## config.mk

```make
export PLATFORM = sky130hd
export DESIGN_NAME = byte_swap_stream
export DESIGN_NICKNAME = d
export VERILOG_FILES = /design/src/rtl/byte_swap_pkg.sv /design/src/rtl/byte_swap_skid_buffer.sv /design/src/rtl/byte_swap_stream.sv
export SDC_FILE = /design/constraint.sdc
export NUM_CORES = 1
export LEC_CHECK = 0
export ABC_AREA = 1
export BUFFER_PORTS_ARGS = -buffer_cell sky130_fd_sc_hd__buf_2
export CAP_MARGIN = 10
export CORE_MARGIN = 4
export CORE_UTILIZATION = 40
export CTS_CLUSTER_DIAMETER = 200
export DETAILED_ROUTE_END_ITERATION = 10
export PLACE_DENSITY_LB_ADDON = 0.3
export RECOVER_POWER = 100
export SLEW_MARGIN = 15
export SYNTH_ARGS = -nofsm -noshare
export SYNTH_HDL_FRONTEND = slang
export SYNTH_HIERARCHICAL = 1
export SYNTH_SLANG_ARGS = --single-unit
```

## constraint.sdc

```tcl
create_clock -name clk_i -period 3.7 [get_ports clk_i]
set_input_delay 0.37 -clock clk_i [delete_from_list [all_inputs] [get_ports clk_i]]
set_output_delay 0.37 -clock clk_i [all_outputs]
set_load 0.01 [all_outputs]
```

## src/rtl/byte_swap_pkg.sv

```systemverilog
// Shared types and byte-permutation helpers for the byte_swap_stream endianness converter.
// Pure combinational definitions; no clocked logic and no flow control in this file.
package byte_swap_pkg;

    typedef enum logic [1:0] {
        MODE_PASS   = 2'd0,
        MODE_REV    = 2'd1,
        MODE_SWAP16 = 2'd2,
        MODE_SWAP32 = 2'd3
    } mode_t;

    typedef enum logic {
        IDLE   = 1'b0,
        IN_PKT = 1'b1
    } state_t;

    function automatic logic mode_legal(input mode_t m, input int data_width);
        logic ok;
        case (m)
            MODE_SWAP16: ok = (data_width % 16) == 0;
            MODE_SWAP32: ok = (data_width % 32) == 0;
            default:     ok = 1'b1;
        endcase
        return ok;
    endfunction

    // Source byte index feeding output byte k of an nbytes-wide beat.
    // Out-of-range lanes fall back to identity so the index is always valid.
    function automatic int src_byte(input int k, input int nbytes, input mode_t m);
        int s;
        case (m)
            MODE_REV:    s = nbytes - 1 - k;
            MODE_SWAP16: s = k ^ 1;
            MODE_SWAP32: s = k ^ 2;
            default:     s = k;
        endcase
        if (s >= nbytes || s < 0) s = k;
        return s;
    endfunction

endpackage

```

## src/rtl/byte_swap_skid_buffer.sv

```systemverilog
// Main register plus one-entry skid register between a valid/ready source and sink.
// 1-cycle latency; s_rdy_o is registered (NOT skid valid) so a stall costs at most one extra beat.
module byte_swap_skid_buffer #(
    parameter int W = 8
) (
    input  logic         clk_i,
    input  logic         arst_n_i,
    input  logic [W-1:0] s_dat_i,
    input  logic         s_vld_i,
    output logic         s_rdy_o,
    output logic [W-1:0] m_dat_o,
    output logic         m_vld_o,
    input  logic         m_rdy_i
);

    logic         main_vld_q, main_vld_d;
    logic [W-1:0] main_dat_q, main_dat_d;
    logic         skid_vld_q, skid_vld_d;
    logic [W-1:0] skid_dat_q, skid_dat_d;
    logic         rdy_q;
    logic         in_xfer;
    logic         out_xfer;

    assign in_xfer  = s_vld_i & rdy_q;
    assign out_xfer = main_vld_q & m_rdy_i;

    always_comb begin
        main_vld_d = main_vld_q;
        main_dat_d = main_dat_q;
        skid_vld_d = skid_vld_q;
        skid_dat_d = skid_dat_q;
        if (skid_vld_q) begin
            // Ready is low while the skid holds a beat, so only draining happens here.
            if (out_xfer) begin
                main_dat_d = skid_dat_q;
                skid_vld_d = 1'b0;
            end
        end else if (!main_vld_q || out_xfer) begin
            main_vld_d = in_xfer;
            if (in_xfer) main_dat_d = s_dat_i;
        end else if (in_xfer) begin
            skid_vld_d = 1'b1;
            skid_dat_d = s_dat_i;
        end
    end

    always_ff @(posedge clk_i or negedge arst_n_i) begin
        if (!arst_n_i) begin
            main_vld_q <= 1'b0;
            main_dat_q <= '0;
            skid_vld_q <= 1'b0;
            skid_dat_q <= '0;
            rdy_q      <= 1'b0;
        end else begin
            main_vld_q <= main_vld_d;
            main_dat_q <= main_dat_d;
            skid_vld_q <= skid_vld_d;
            skid_dat_q <= skid_dat_d;
            rdy_q      <= ~skid_vld_d;
        end
    end

    assign s_rdy_o = rdy_q;
    assign m_dat_o = main_dat_q;
    assign m_vld_o = main_vld_q;

endmodule

```

## src/rtl/byte_swap_stream.sv

```systemverilog
// Streaming byte reorder (pass / reverse / swap16 / swap32) with per-packet latched mode.
// 1-cycle latency; full throughput, backpressure absorbed by a registered skid stage.
module byte_swap_stream
    import byte_swap_pkg::*;
#(
    parameter int DATA_WIDTH = 32,
    parameter int CNT_WIDTH  = 16
) (
    input  logic                    clk_i,
    input  logic                    arst_n_i,
    input  logic [1:0]              mode_i,
    input  logic [DATA_WIDTH-1:0]   s_data_i,
    input  logic [DATA_WIDTH/8-1:0] s_keep_i,
    input  logic                    s_last_i,
    input  logic                    s_valid_i,
    output logic                    s_ready_o,
    output logic [DATA_WIDTH-1:0]   m_data_o,
    output logic [DATA_WIDTH/8-1:0] m_keep_o,
    output logic                    m_last_o,
    output logic                    m_valid_o,
    input  logic                    m_ready_i,
    output logic                    mode_err_o,
    output logic [CNT_WIDTH-1:0]    pkt_cnt_o
);

    localparam int NB = DATA_WIDTH / 8;
    localparam int PW = DATA_WIDTH + NB + 1;

    state_t                 state_q, state_d;
    mode_t                  mode_q, mode_d;
    mode_t                  req_mode, cur_mode;
    logic                   req_legal;
    logic                   first_beat;
    logic                   in_xfer;
    logic                   mode_err_q, mode_err_d;
    logic [CNT_WIDTH-1:0]   pkt_cnt_q, pkt_cnt_d;
    logic [DATA_WIDTH-1:0]  sw_data;
    logic [NB-1:0]          sw_keep;
    logic [PW-1:0]          out_pay;

    assign in_xfer = s_valid_i & s_ready_o;

    always_ff @(posedge clk_i or negedge arst_n_i) begin
        if (!arst_n_i) state_q <= IDLE;
        else           state_q <= state_d;
    end

    always_comb begin
        state_d = state_q;
        if (in_xfer) state_d = s_last_i ? IDLE : IN_PKT;
    end

    always_comb begin
        first_beat = (state_q == IDLE);
    end

    // An illegal request degrades to pass-through for the whole packet.
    assign req_mode  = mode_t'(mode_i);
    assign req_legal = mode_legal(req_mode, DATA_WIDTH);
    assign cur_mode  = first_beat ? (req_legal ? req_mode : MODE_PASS) : mode_q;

    always_comb begin
        sw_data = '0;
        sw_keep = '0;
        for (int k = 0; k < NB; k++) begin
            sw_data[8*k +: 8] = s_data_i[8*src_byte(k, NB, cur_mode) +: 8];
            sw_keep[k]        = s_keep_i[src_byte(k, NB, cur_mode)];
        end
    end

    always_comb begin
        mode_d     = mode_q;
        mode_err_d = mode_err_q;
        pkt_cnt_d  = pkt_cnt_q;
        if (in_xfer && first_beat) begin
            mode_d     = cur_mode;
            mode_err_d = mode_err_q | ~req_legal;
        end
        if (m_valid_o && m_ready_i && m_last_o) pkt_cnt_d = pkt_cnt_q + 1'b1;
    end

    always_ff @(posedge clk_i or negedge arst_n_i) begin
        if (!arst_n_i) begin
            mode_q     <= MODE_PASS;
            mode_err_q <= 1'b0;
            pkt_cnt_q  <= '0;
        end else begin
            mode_q     <= mode_d;
            mode_err_q <= mode_err_d;
            pkt_cnt_q  <= pkt_cnt_d;
        end
    end

    byte_swap_skid_buffer #(
        .W(PW)
    ) u_skid (
        .clk_i   (clk_i),
        .arst_n_i(arst_n_i),
        .s_dat_i ({s_last_i, sw_keep, sw_data}),
        .s_vld_i (s_valid_i),
        .s_rdy_o (s_ready_o),
        .m_dat_o (out_pay),
        .m_vld_o (m_valid_o),
        .m_rdy_i (m_ready_i)
    );

    assign m_data_o   = out_pay[DATA_WIDTH-1:0];
    assign m_keep_o   = out_pay[DATA_WIDTH +: NB];
    assign m_last_o   = out_pay[PW-1];
    assign mode_err_o = mode_err_q;
    assign pkt_cnt_o  = pkt_cnt_q;

endmodule

```

==> results of run 1 <==
metal layers:
layer  share of wire [%]  global-route usage (%)
met5                   0                       0
met4                 2.2                    7.95
met3                 5.5                    2.99
met2                  45                    29.6
met1                  47                    28.3
final timing paths:
check / endpoint / slack, ns / depth (start not counted)
min in group asynchronous: pkt_cnt_o[3]$_DFFE_PN0P_ / 1.01 / 2
max in group clk_i: u_skid/m_dat_o[7]$_DFFE_PN0P_ / 1.17 / 12
max: u_skid/skid_dat_q[32]$_DFFE_PN0P_ / 1.02 / 3
max reg2reg: u_skid/m_dat_o[7]$_DFFE_PN0P_ / 1.17 / 12
min: state_q$_DFFE_PN0P_ / 0.26 / 2
min reg2reg: u_skid/m_dat_o[7]$_DFFE_PN0P_ / 0.47 / 2
cell usage after synthesis:
library cell  instances
a21oi_1               2
a31oi_1               1
buf_1                 3
buf_2                18
buf_4                15
buf_6                 6
clkbuf_1              4
conb_1                1
dfrtp_1              96
ha_1                  1
inv_1                61
inv_2                 2
nand2_1             370
nand2_2              10
nand2_4               5
nand3_1             193
nor2_1               16
nor2_2                1
nor3_1                2
o21ai_0               4
o21ai_2               1
xnor2_1               6
xor2_1                4
layout make-up:
class,instances,area share (%)
multi-input combinational,617,42.5
timing repair buffer,106,7.61
tap,180,3.57
clock inverter,5,0.891
sequential,96,38.0
inverter,63,3.74
clock buffer,10,3.63
what timing repair did:
action                    CTS  global route
hold endpoints to repair   28             0
resized for setup           0             0
hold buffers                1             0
where the power goes:
| part | internal [mW] | leakage [nW] | switching [mW] |
|---|---|---|---|
| combinational | 0.908 | 2.22 | 2.09 |
| sequential | 1.46 | 1.22 | 0.280 |
| clock | 0.521 | 0.139 | 0.408 |
| total | 2.89 | 3.57 | 2.78 |
cells by family after synthesis:
logic type / count (synthesis) / share of synthesized area [%]
AOI/OAI and AO/OA: 8 / 0.800
xor gates and xnor gates: 10 / 1.55
adders and majority gates: 1 / 0.222
buffers and inverters: 109 / 9.46
DFF: 96 / 42.6
other: 1 / 0.0666
and+or+nand+nor: 597 / 45.3
sequential cells by signal (all words and copies together), names as in the netlist:
register	flops
mode_q	2
pkt_cnt_o	16
state_q	1
u_skid/m_dat_o	37
u_skid/m_vld_o	1
u_skid/s_rdy_o	1
u_skid/skid_dat_q	37
u_skid/skid_vld_q	1
worst max-delay path, delay by kind of cell:
family | cells | cell delay (ns)
buf+inv | 3 | 2.64
stage by stage:
stage          instances  area, sq um  utilization, %  hold WS (ns)
3_5_place_dp        1061         6110            44.2         0.335
4_1_cts             1077         6410            46.3         0.239
3_3_place_gp        1061         6110            44.2         0.335
2_1_floorplan        822         5630               -        0.0744
6_report            1077         6320            45.7         0.256
5_1_grt             1077         6320            45.7         0.248
==> impl_metrics.env, run 1 <==
export IMPL_status="complete, but fails checks"
export IMPL_violations="max-capacitance violations, max-slew violations"
export IMPL_tightest_slew_ns=1.70
export IMPL_antenna_found_initial=0
export IMPL_yosysWarnings=6
export IMPL_areaGrowthSynthToFinish_pct=12.1
export IMPL_start_kind="input port"
export IMPL_n_antenna_cell=0
export IMPL_io_pins=99
export IMPL_vias_per_cell=4.98
export IMPL_yosysTopAreaCellShare_pct=42.6
export IMPL_drive_gt1_share_pct=8.36
export IMPL_slew_headroom_pct=-13.4
export IMPL_p_leak_nw=3.57
export IMPL_globalRouteTotalUtil_pct=19.6
export IMPL_synth_nets=866
export IMPL_grt_first_pass_wirelength_microns=25400
export IMPL_dp_worst_setup_slack_ns=1.28
export IMPL_critical_path_slowest_cell="clkbuf_1"
export IMPL_fin_ws_ns=1.02
export IMPL_syn_avg_cell_area_sq_um=6.85
export IMPL_yosysTopAreaCell="dfrtp_1"
export IMPL_slew_violations=31
export IMPL_hold_viol_final=0
export IMPL_fin_crit_sh_pct=72.5
export IMPL_root_buffer="clkbuf_16"
export IMPL_grt_pass1_vias=4946
export IMPL_row_count=43
export IMPL_die_height_microns=127
export IMPL_max_freq_ghz=0.373
export IMPL_dp_hpwl_microns=10500
export IMPL_grt_setup_unrepaired="no"
export IMPL_clock_latency_ns=0.35
export IMPL_cts_setup_buffers=0
export IMPL_yosys_register_bits=96
export IMPL_grt_overflow_total=0
export IMPL_port_buffers=97
export IMPL_reg2reg_from="state_q$_DFFE_PN0P_"
export IMPL_max_cap_violations=1
export IMPL_final_common_cell="nand2_1"
export IMPL_route_vias_total=5365
export IMPL_worstPathRequired_ns=4.06
export IMPL_cp_max_fo=35
export IMPL_min_from="s_valid_i"
export IMPL_fp_dieW_microns=127
export IMPL_cts_buffers_inserted=9
export IMPL_fill_cells=1456
export IMPL_synth_cells=822
export IMPL_p_total_mw=5.67
export IMPL_cts_tree="yes"
export IMPL_clock_path_buffers=2
export IMPL_seq_area_frac_synth_pct=42.6
export IMPL_tns_ns=0
export IMPL_worstPathArrival_ns=3.04
export IMPL_regArea_sq_um=2400
export IMPL_worst_hold_path_type="input port to flip-flop"
export IMPL_cpPeakStageDelay_ns=1.22
export IMPL_path_cells="dlygate4sd3_1 > clkbuf_1 > clkbuf_2"
export IMPL_cts_sinks=96
export IMPL_antenna_left=0
export IMPL_mostFrequentLayoutCells="376 x nand2_1, 193 x nand3_1, 96 x dfrtp_1"
export IMPL_critPathKind="input port to asynchronous set/reset pin"
export IMPL_nets=937
export IMPL_peakVddDrop_uv=400
export IMPL_drt_pre_antenna_iters=5
export IMPL_gp_congestion=0.833
export IMPL_multi_input_area_sq_um=2690
export IMPL_grt_max_degree=40
export IMPL_p_per_area_nw_per_um2=898
export IMPL_die_area_sq_um=16000
export IMPL_min_period_ns=2.68
export IMPL_synth_area_sq_um=5630
export IMPL_synth_distinct_cells=23
export IMPL_finalSetupViolCount=0
export IMPL_clk_pin_slew_ns=0.07
export IMPL_wl_per_cell_microns=14.4
export IMPL_endpoint_kind="asynchronous set/reset pin"
export IMPL_drc=0
export IMPL_fin_worst_skew_ns=0.00770
export IMPL_coreArea_sq_um=13800
export IMPL_initial_core_util_pct=40.7
export IMPL_critPathLaunch="arst_n_i"
export IMPL_ys_top_cells_by_area="dfrtp_1 43%, nand2_1 25%, nand3_1 17%"
export IMPL_htreeDepth=3
export IMPL_drt_total_wl_microns=15500
export IMPL_initialDrtViolationCount=454
No activity file was read; power rests on OpenSTA's default activity.
==> inputs of run 2 (changes only) <==
==> constraint.sdc (replaced) <==
create_clock -name clk_i -period 2.7 [get_ports clk_i]
set_input_delay 0.27 -clock clk_i [delete_from_list [all_inputs] [get_ports clk_i]]
set_output_delay 0.27 -clock clk_i [all_outputs]
set_load 0.01 [all_outputs]
==> run 2 against run 1 <==
Against the previous run: the run now ends clean; global-route usage hardly changed; critical path depth is 9 higher; cell count is 0.19% higher; critical path type is now flip-flop to flip-flop.
==> impl_metrics.env, run 2 (synthesis results as in run 1) <==
export IMPL_ff2ff_path_depth=12
export IMPL_clk_pin_slew_ns=0.07
export IMPL_cts_buffers_inserted=9
export IMPL_rrSetupSlack_ns=0.47
export IMPL_clock_latency_ns=0.35
export IMPL_cp_max_fo=37
export IMPL_drc=0
export IMPL_areaGrowthSynthToFinish_pct=13.3
export IMPL_htreeDepth=3
export IMPL_io_pins=99
export IMPL_die_area_sq_um=16000
export IMPL_drt_total_wl_microns=15400
export IMPL_fp_dieW_microns=127
export IMPL_max_cap_violations=0
export IMPL_n_antenna_cell=0
export IMPL_worst_hold_path_type="input port to flip-flop"
export IMPL_p_per_area_nw_per_um2=1240
export IMPL_status="complete, no violations"
export IMPL_die_height_microns=127
export IMPL_drt_pre_antenna_iters=5
export IMPL_cts_tree="yes"
export IMPL_worstPathArrival_ns=2.47
export IMPL_antenna_found_initial=0
export IMPL_grt_first_pass_wirelength_microns=25600
export IMPL_mostFrequentLayoutCells="373 x nand2_1, 193 x nand3_1, 96 x dfrtp_1"
export IMPL_p_leak_nw=3.61
export IMPL_start_kind="flip-flop"
export IMPL_p_total_mw=7.94
export IMPL_grt_setup_unrepaired="no"
export IMPL_grt_overflow_total=0
export IMPL_slew_violations=0
export IMPL_drive_gt1_share_pct=9.01
export IMPL_globalRouteTotalUtil_pct=19.7
export IMPL_coreArea_sq_um=13800
export IMPL_tns_ns=0
export IMPL_nets=939
export IMPL_fin_worst_skew_ns=0.00868
export IMPL_grt_pass1_vias=5156
export IMPL_peakVddDrop_uv=718
export IMPL_holdPathStages=2
export IMPL_cts_sinks=96
export IMPL_worstPathRequired_ns=2.94
export IMPL_slew_headroom_pct=7.25
export IMPL_clock_path_buffers=2
export IMPL_min_period_ns=2.23
export IMPL_row_count=43
export IMPL_hold_viol_final=0
export IMPL_route_vias_total=5443
export IMPL_initial_core_util_pct=40.7
export IMPL_tightest_slew_ns=1.39
export IMPL_final_common_cell="nand2_1"
export IMPL_wl_per_cell_microns=14.2
export IMPL_endpoint_kind="flip-flop"
export IMPL_critPathKind="flip-flop to flip-flop"
export IMPL_grt_max_degree=51
export IMPL_port_buffers=97
export IMPL_vias_per_cell=5.04
export IMPL_finalSetupViolCount=0
export IMPL_gp_congestion=0.874
export IMPL_initialDrtViolationCount=418
export IMPL_dp_worst_setup_slack_ns=0.590
export IMPL_max_freq_ghz=0.448
export IMPL_fin_crit_sh_pct=82.7
export IMPL_antenna_left=0
export IMPL_cts_setup_buffers=0
export IMPL_dp_hpwl_microns=10400
export IMPL_root_buffer="clkbuf_16"
export IMPL_fin_ws_ns=0.467
-- run 2: cell types whose count changed in the layout (fill, tap and decap cells not counted), moves of 2 or more --
cell,delta
nand2_2,+3
clkbuf_1,-2
clkinv_2,-2
nand2_1,-3
buf_4,+2
-- run 2: path summary, 6_finish.rpt --
kind,from,endpoint
max reg2reg,state_q$_DFFE_PN0P_,u_skid/m_dat_o[7]$_DFFE_PN0P_
max,state_q$_DFFE_PN0P_,u_skid/m_dat_o[7]$_DFFE_PN0P_
min,s_valid_i,state_q$_DFFE_PN0P_
max in group asynchronous,arst_n_i,u_skid/skid_dat_q[34]$_DFFE_PN0P_
min in group asynchronous,arst_n_i,pkt_cnt_o[6]$_DFFE_PN0P_
min reg2reg,u_skid/m_dat_o[5]$_DFFE_PN0P_,u_skid/m_dat_o[5]$_DFFE_PN0P_
-- run 2: area by class of cell --
cell class	count	area (sq um)
Fill cell	1472	7440
Timing Repair Buffer	108	499
Tap cell	180	225
Clock inverter	5	88.8
Clock buffer	10	239
Inverter	63	236
Multi-Input combinational cell	617	2690
Sequential cell	96	2400
-- run 2: stage by stage --
stage	area (sq um)	hold slack (ns)	util, %	instances
floorplan	5630	-0.0256	-	822
global placement	6140	0.333	44.4	1063
detailed placement	6140	0.324	44.4	1063
CTS	6480	0.143	46.9	1079
global route	6380	0.160	46.2	1079
finish	6380	0.160	46.2	1079
-- run 2: what timing repair did --
| item | CTS | global route |
|---|---|---|
| endpoints found under the hold margin | 46 | 0 |
| resized for setup | 0 | 0 |
| hold buffers | 1 | 0 |
-- run 2: power by group --
group / switching [mW] / internal [mW] / total (mW)
logic: 2.89 / 1.26 / 4.15
clock network: 0.576 / 0.844 / 1.42
registers: 0.361 / 2.01 / 2.37
total: 3.83 / 4.11 / 7.94
-- run 2: routing by layer --
metal / wire (microns) / vias to the layer above / track usage, %
met5: 0 / - / 0
met4: 310 / 0 / 7.51
met3: 792 / 21 / 2.91
met2: 6980 / 152 / 30.4
met1: 7290 / 2543 / 27.9
li1: - / 2727 / -
-- run 2: worst max-delay path, stage by stage (launching register included) --
cell and delay [ns]:
dfrtp_1 0.43, inv_1 0.13, nand2_1 0.12, nand2_4 0.24
nand2_4 0.15, buf_4 0.34, nand3_1 0.16, nand3_1 0.12
nand2_1 0.13, nand2_1 0.10, nand2_1 0.05, nand3_1 0.07
nand2_1 0.07
==> inputs of run 3 (changes only) <==
--- a/config.mk
+++ b/config.mk
@@ -5,7 +5,7 @@
 export SDC_FILE = /design/constraint.sdc
 export NUM_CORES = 1
 export LEC_CHECK = 0
-export ABC_AREA = 1
+export ABC_AREA = 0
 export BUFFER_PORTS_ARGS = -buffer_cell sky130_fd_sc_hd__buf_2
 export CAP_MARGIN = 10
 export CORE_MARGIN = 4
==> constraint.sdc (replaced) <==
create_clock -name clk_i -period 1.8 [get_ports clk_i]
set_input_delay 0.18 -clock clk_i [delete_from_list [all_inputs] [get_ports clk_i]]
set_output_delay 0.18 -clock clk_i [all_outputs]
set_load 0.01 [all_outputs]
==> run 3 against run 2 <==
Against the previous run: global-route usage shrank 2.9 points; utilization up 5.0 points; die area down 8.1%; synthesized cell count down 59%; wire length down 22%; the flow now finishes with violations (negative setup slack).
==> impl_metrics.env, run 3 <==
export IMPL_status="complete, but fails checks"
export IMPL_violations="negative setup slack"
export IMPL_critPathLaunch="state_q$_DFFE_PN0P_"
export IMPL_port_buffers=97
export IMPL_min_from="s_last_i"
export IMPL_root_buffer="clkbuf_16"
export IMPL_max_cap_violations=0
export IMPL_globalRouteTotalUtil_pct=16.7
export IMPL_n_antenna_cell=0
export IMPL_clock_latency_ns=0.35
export IMPL_worstSetupEndpoint="u_skid/m_dat_o[9]$_DFFE_PN0P_"
export IMPL_mostFrequentLayoutCells="94 x dfrtp_1, 67 x mux2_2, 58 x clkbuf_1"
export IMPL_cp_max_fo=12
export IMPL_fp_dieW_microns=121
export IMPL_p_leak_nw=2.85
export IMPL_drc=0
export IMPL_wl_per_cell_microns=18.8
export IMPL_reg2reg_from="state_q$_DFFE_PN0P_"
export IMPL_worst_hold_path_type="input port to flip-flop"
export IMPL_tns_ns=-13.67
export IMPL_yosys_register_bits=96
export IMPL_endpoint_kind="flip-flop"
export IMPL_path_cells="buf_4 > mux2i_4 > buf_6 > clkbuf_16 > mux4_2 > mux2_4 > mux2_4"
export IMPL_syn_avg_cell_area_sq_um=15.2
export IMPL_ff2ff_path_depth=7
export IMPL_htreeDepth=3
export IMPL_p_total_mw=11.9
export IMPL_synth_nets=382
export IMPL_min_period_ns=2.17
export IMPL_yosysWarnings=6
export IMPL_worstReg2RegEnd="u_skid/m_dat_o[9]$_DFFE_PN0P_"
export IMPL_row_count=41
export IMPL_fill_cells=1113
export IMPL_hold_viol_final=0
export IMPL_cts_sinks=96
export IMPL_drt_pre_antenna_iters=4
export IMPL_p_per_area_nw_per_um2=1840
export IMPL_grt_max_degree=44
export IMPL_finalHoldWorstSlack_ns=0.0739
export IMPL_slew_headroom_pct=41.0
export IMPL_io_pins=99
export IMPL_start_kind="flip-flop"
export IMPL_yosysTopAreaCell="dfrtp_1"
export IMPL_grt_setup_unrepaired="yes"
export IMPL_gp_congestion=0.745
export IMPL_synth_edf_count=0
export IMPL_route_vias_total=3222
export IMPL_yosysMostFrequentCell="dfrtp_1"
export IMPL_coreArea_sq_um=12600
export IMPL_yosysTopAreaCellShare_pct=46.6
export IMPL_async_flop_share_pct=100
export IMPL_vias_per_cell=5.07
export IMPL_grt_pass1_vias=3523
export IMPL_nets=503
export IMPL_clock_path_buffers=2
export IMPL_cts_tree="yes"
export IMPL_cpPeakStageDelay_ns=0.39
export IMPL_finalSetupViolCount=72
export IMPL_fin_ws_ns=-0.371
export IMPL_synth_distinct_cells=31
export IMPL_fin_crit_sh_pct=121
export IMPL_drt_total_wl_microns=12000
export IMPL_cts_buffers_inserted=9
export IMPL_ys_flop_type="dfrtp_1"
export IMPL_fin_worst_skew_ns=0.0107
export IMPL_worstPathArrival_ns=2.40
export IMPL_grt_overflow_total=0
export IMPL_critical_path_slowest_cell="dfrtp_2"
export IMPL_die_area_sq_um=14800
export IMPL_die_height_microns=121
export IMPL_tightest_slew_ns=0.884
export IMPL_initialDrtViolationCount=153
export IMPL_initial_core_util_pct=40.8
export IMPL_grt_first_pass_wirelength_microns=19000
export IMPL_drive_gt1_share_pct=50.6
export IMPL_antenna_found_initial=0
export IMPL_clk_pin_slew_ns=0.07
export IMPL_yosys_top_cells_count="96 x dfrtp_1, 82 x mux2_2, 36 x mux2i_1"
export IMPL_worstPathRequired_ns=2.03
export IMPL_seq_area_frac_synth_pct=46.6
export IMPL_slew_violations=0
export IMPL_max_freq_ghz=0.461
export IMPL_synth_cells=338
export IMPL_peakVddDrop_uv=727
export IMPL_rrSetupSlack_ns=-0.37
export IMPL_areaGrowthSynthToFinish_pct=25.3
export IMPL_final_common_cell="dfrtp_1"
export IMPL_ys_top_cells_by_area="dfrtp_1 47%, mux2_2 18%, mux2_4 8.7%"
export IMPL_critPathKind="flip-flop to flip-flop"
export IMPL_antenna_left=0
export IMPL_dp_worst_setup_slack_ns=-0.371
export IMPL_synth_area_sq_um=5150
export IMPL_dp_hpwl_microns=8100
export IMPL_cp_common_cell="mux2_4"
==> run 3: metrics by stage <==
| step | cell area (sq um) | instances | util [%] |
|---|---|---|---|
| after detailed placement | 5910 | 606 | 46.8 |
| after global placement | 5910 | 606 | 46.8 |
| after global routing | 6450 | 636 | 51.1 |
| final | 6450 | 636 | 51.1 |
| after floorplan | 5160 | 338 | - |
| after CTS | 6500 | 635 | 51.5 |
==> run 3: cells by family after synthesis <==
kind of cell / share of synthesized area, %
other cells: 0.0728
simple gates: 3.38
xor+xnor: 2.55
flops: 46.6
buf+inv: 3.28
fa+ha+maj: 0.243
compound gates: 0.875
mux: 43.0
==> run 3: how the worst min path moves through the flow <==
stage | to | slack [ns] | depth (start not counted)
final | state_q$_DFFE_PN0P_ | 0.07 | 2
after CTS | state_q$_DFFE_PN0P_ | 0.07 | 2
after detailed placement | u_skid/skid_dat_q[29]$_DFFE_PN0P_ | 0.18 | 1
after floorplan | mode_q[0]$_DFFE_PN0P_ | -0.12 | 0
after global routing | state_q$_DFFE_PN0P_ | 0.09 | 2
after global placement | u_skid/skid_dat_q[29]$_DFFE_PN0P_ | 0.17 | 1
==> run 3: where the power goes <==
group | internal (mW) | switching [mW] | leakage (nW)
sequential | 3.14 | 0.614 | 1.18
clock | 1.23 | 0.863 | 0.157
combinational | 3.60 | 2.44 | 1.51
==> run 3: worst max-delay path, delay by kind of cell, from the launching register on <==
kind	cells	cell delay (ns)
multiplexers	4	1.20
buffers and inverters	3	0.45
flip-flops	1	0.39
==> run 3: per-layer routing <==
metal / global-route usage (%) / vias up / share of wire, %
li1: - / 1496 / -
met1: 21.9 / 1658 / 44
met2: 27.5 / 52 / 50
met3: 3.40 / 16 / 3.4
met4: 6.30 / 0 / 2.1
met5: 0 / - / 0
==> run 3: cell type report <==
type	instances	area (sq um)	area share, %
multi-input combinational	222	2720	42.2
sequential	96	2400	37.3
clock buffer	9	225	3.49
tap	172	215	3.34
timing repair buffer	128	777	12.0
inverter	2	7.51	0.116
clock inverter	7	103	1.59
==> run 3: timing repair <==
action                                  CTS  global route
hold buffers                              1             0
endpoints found under the setup margin   66            72
setup buffers                             9             3
resized for setup                        25            25
cloned                                    3             1
endpoints found under the hold margin    32             0
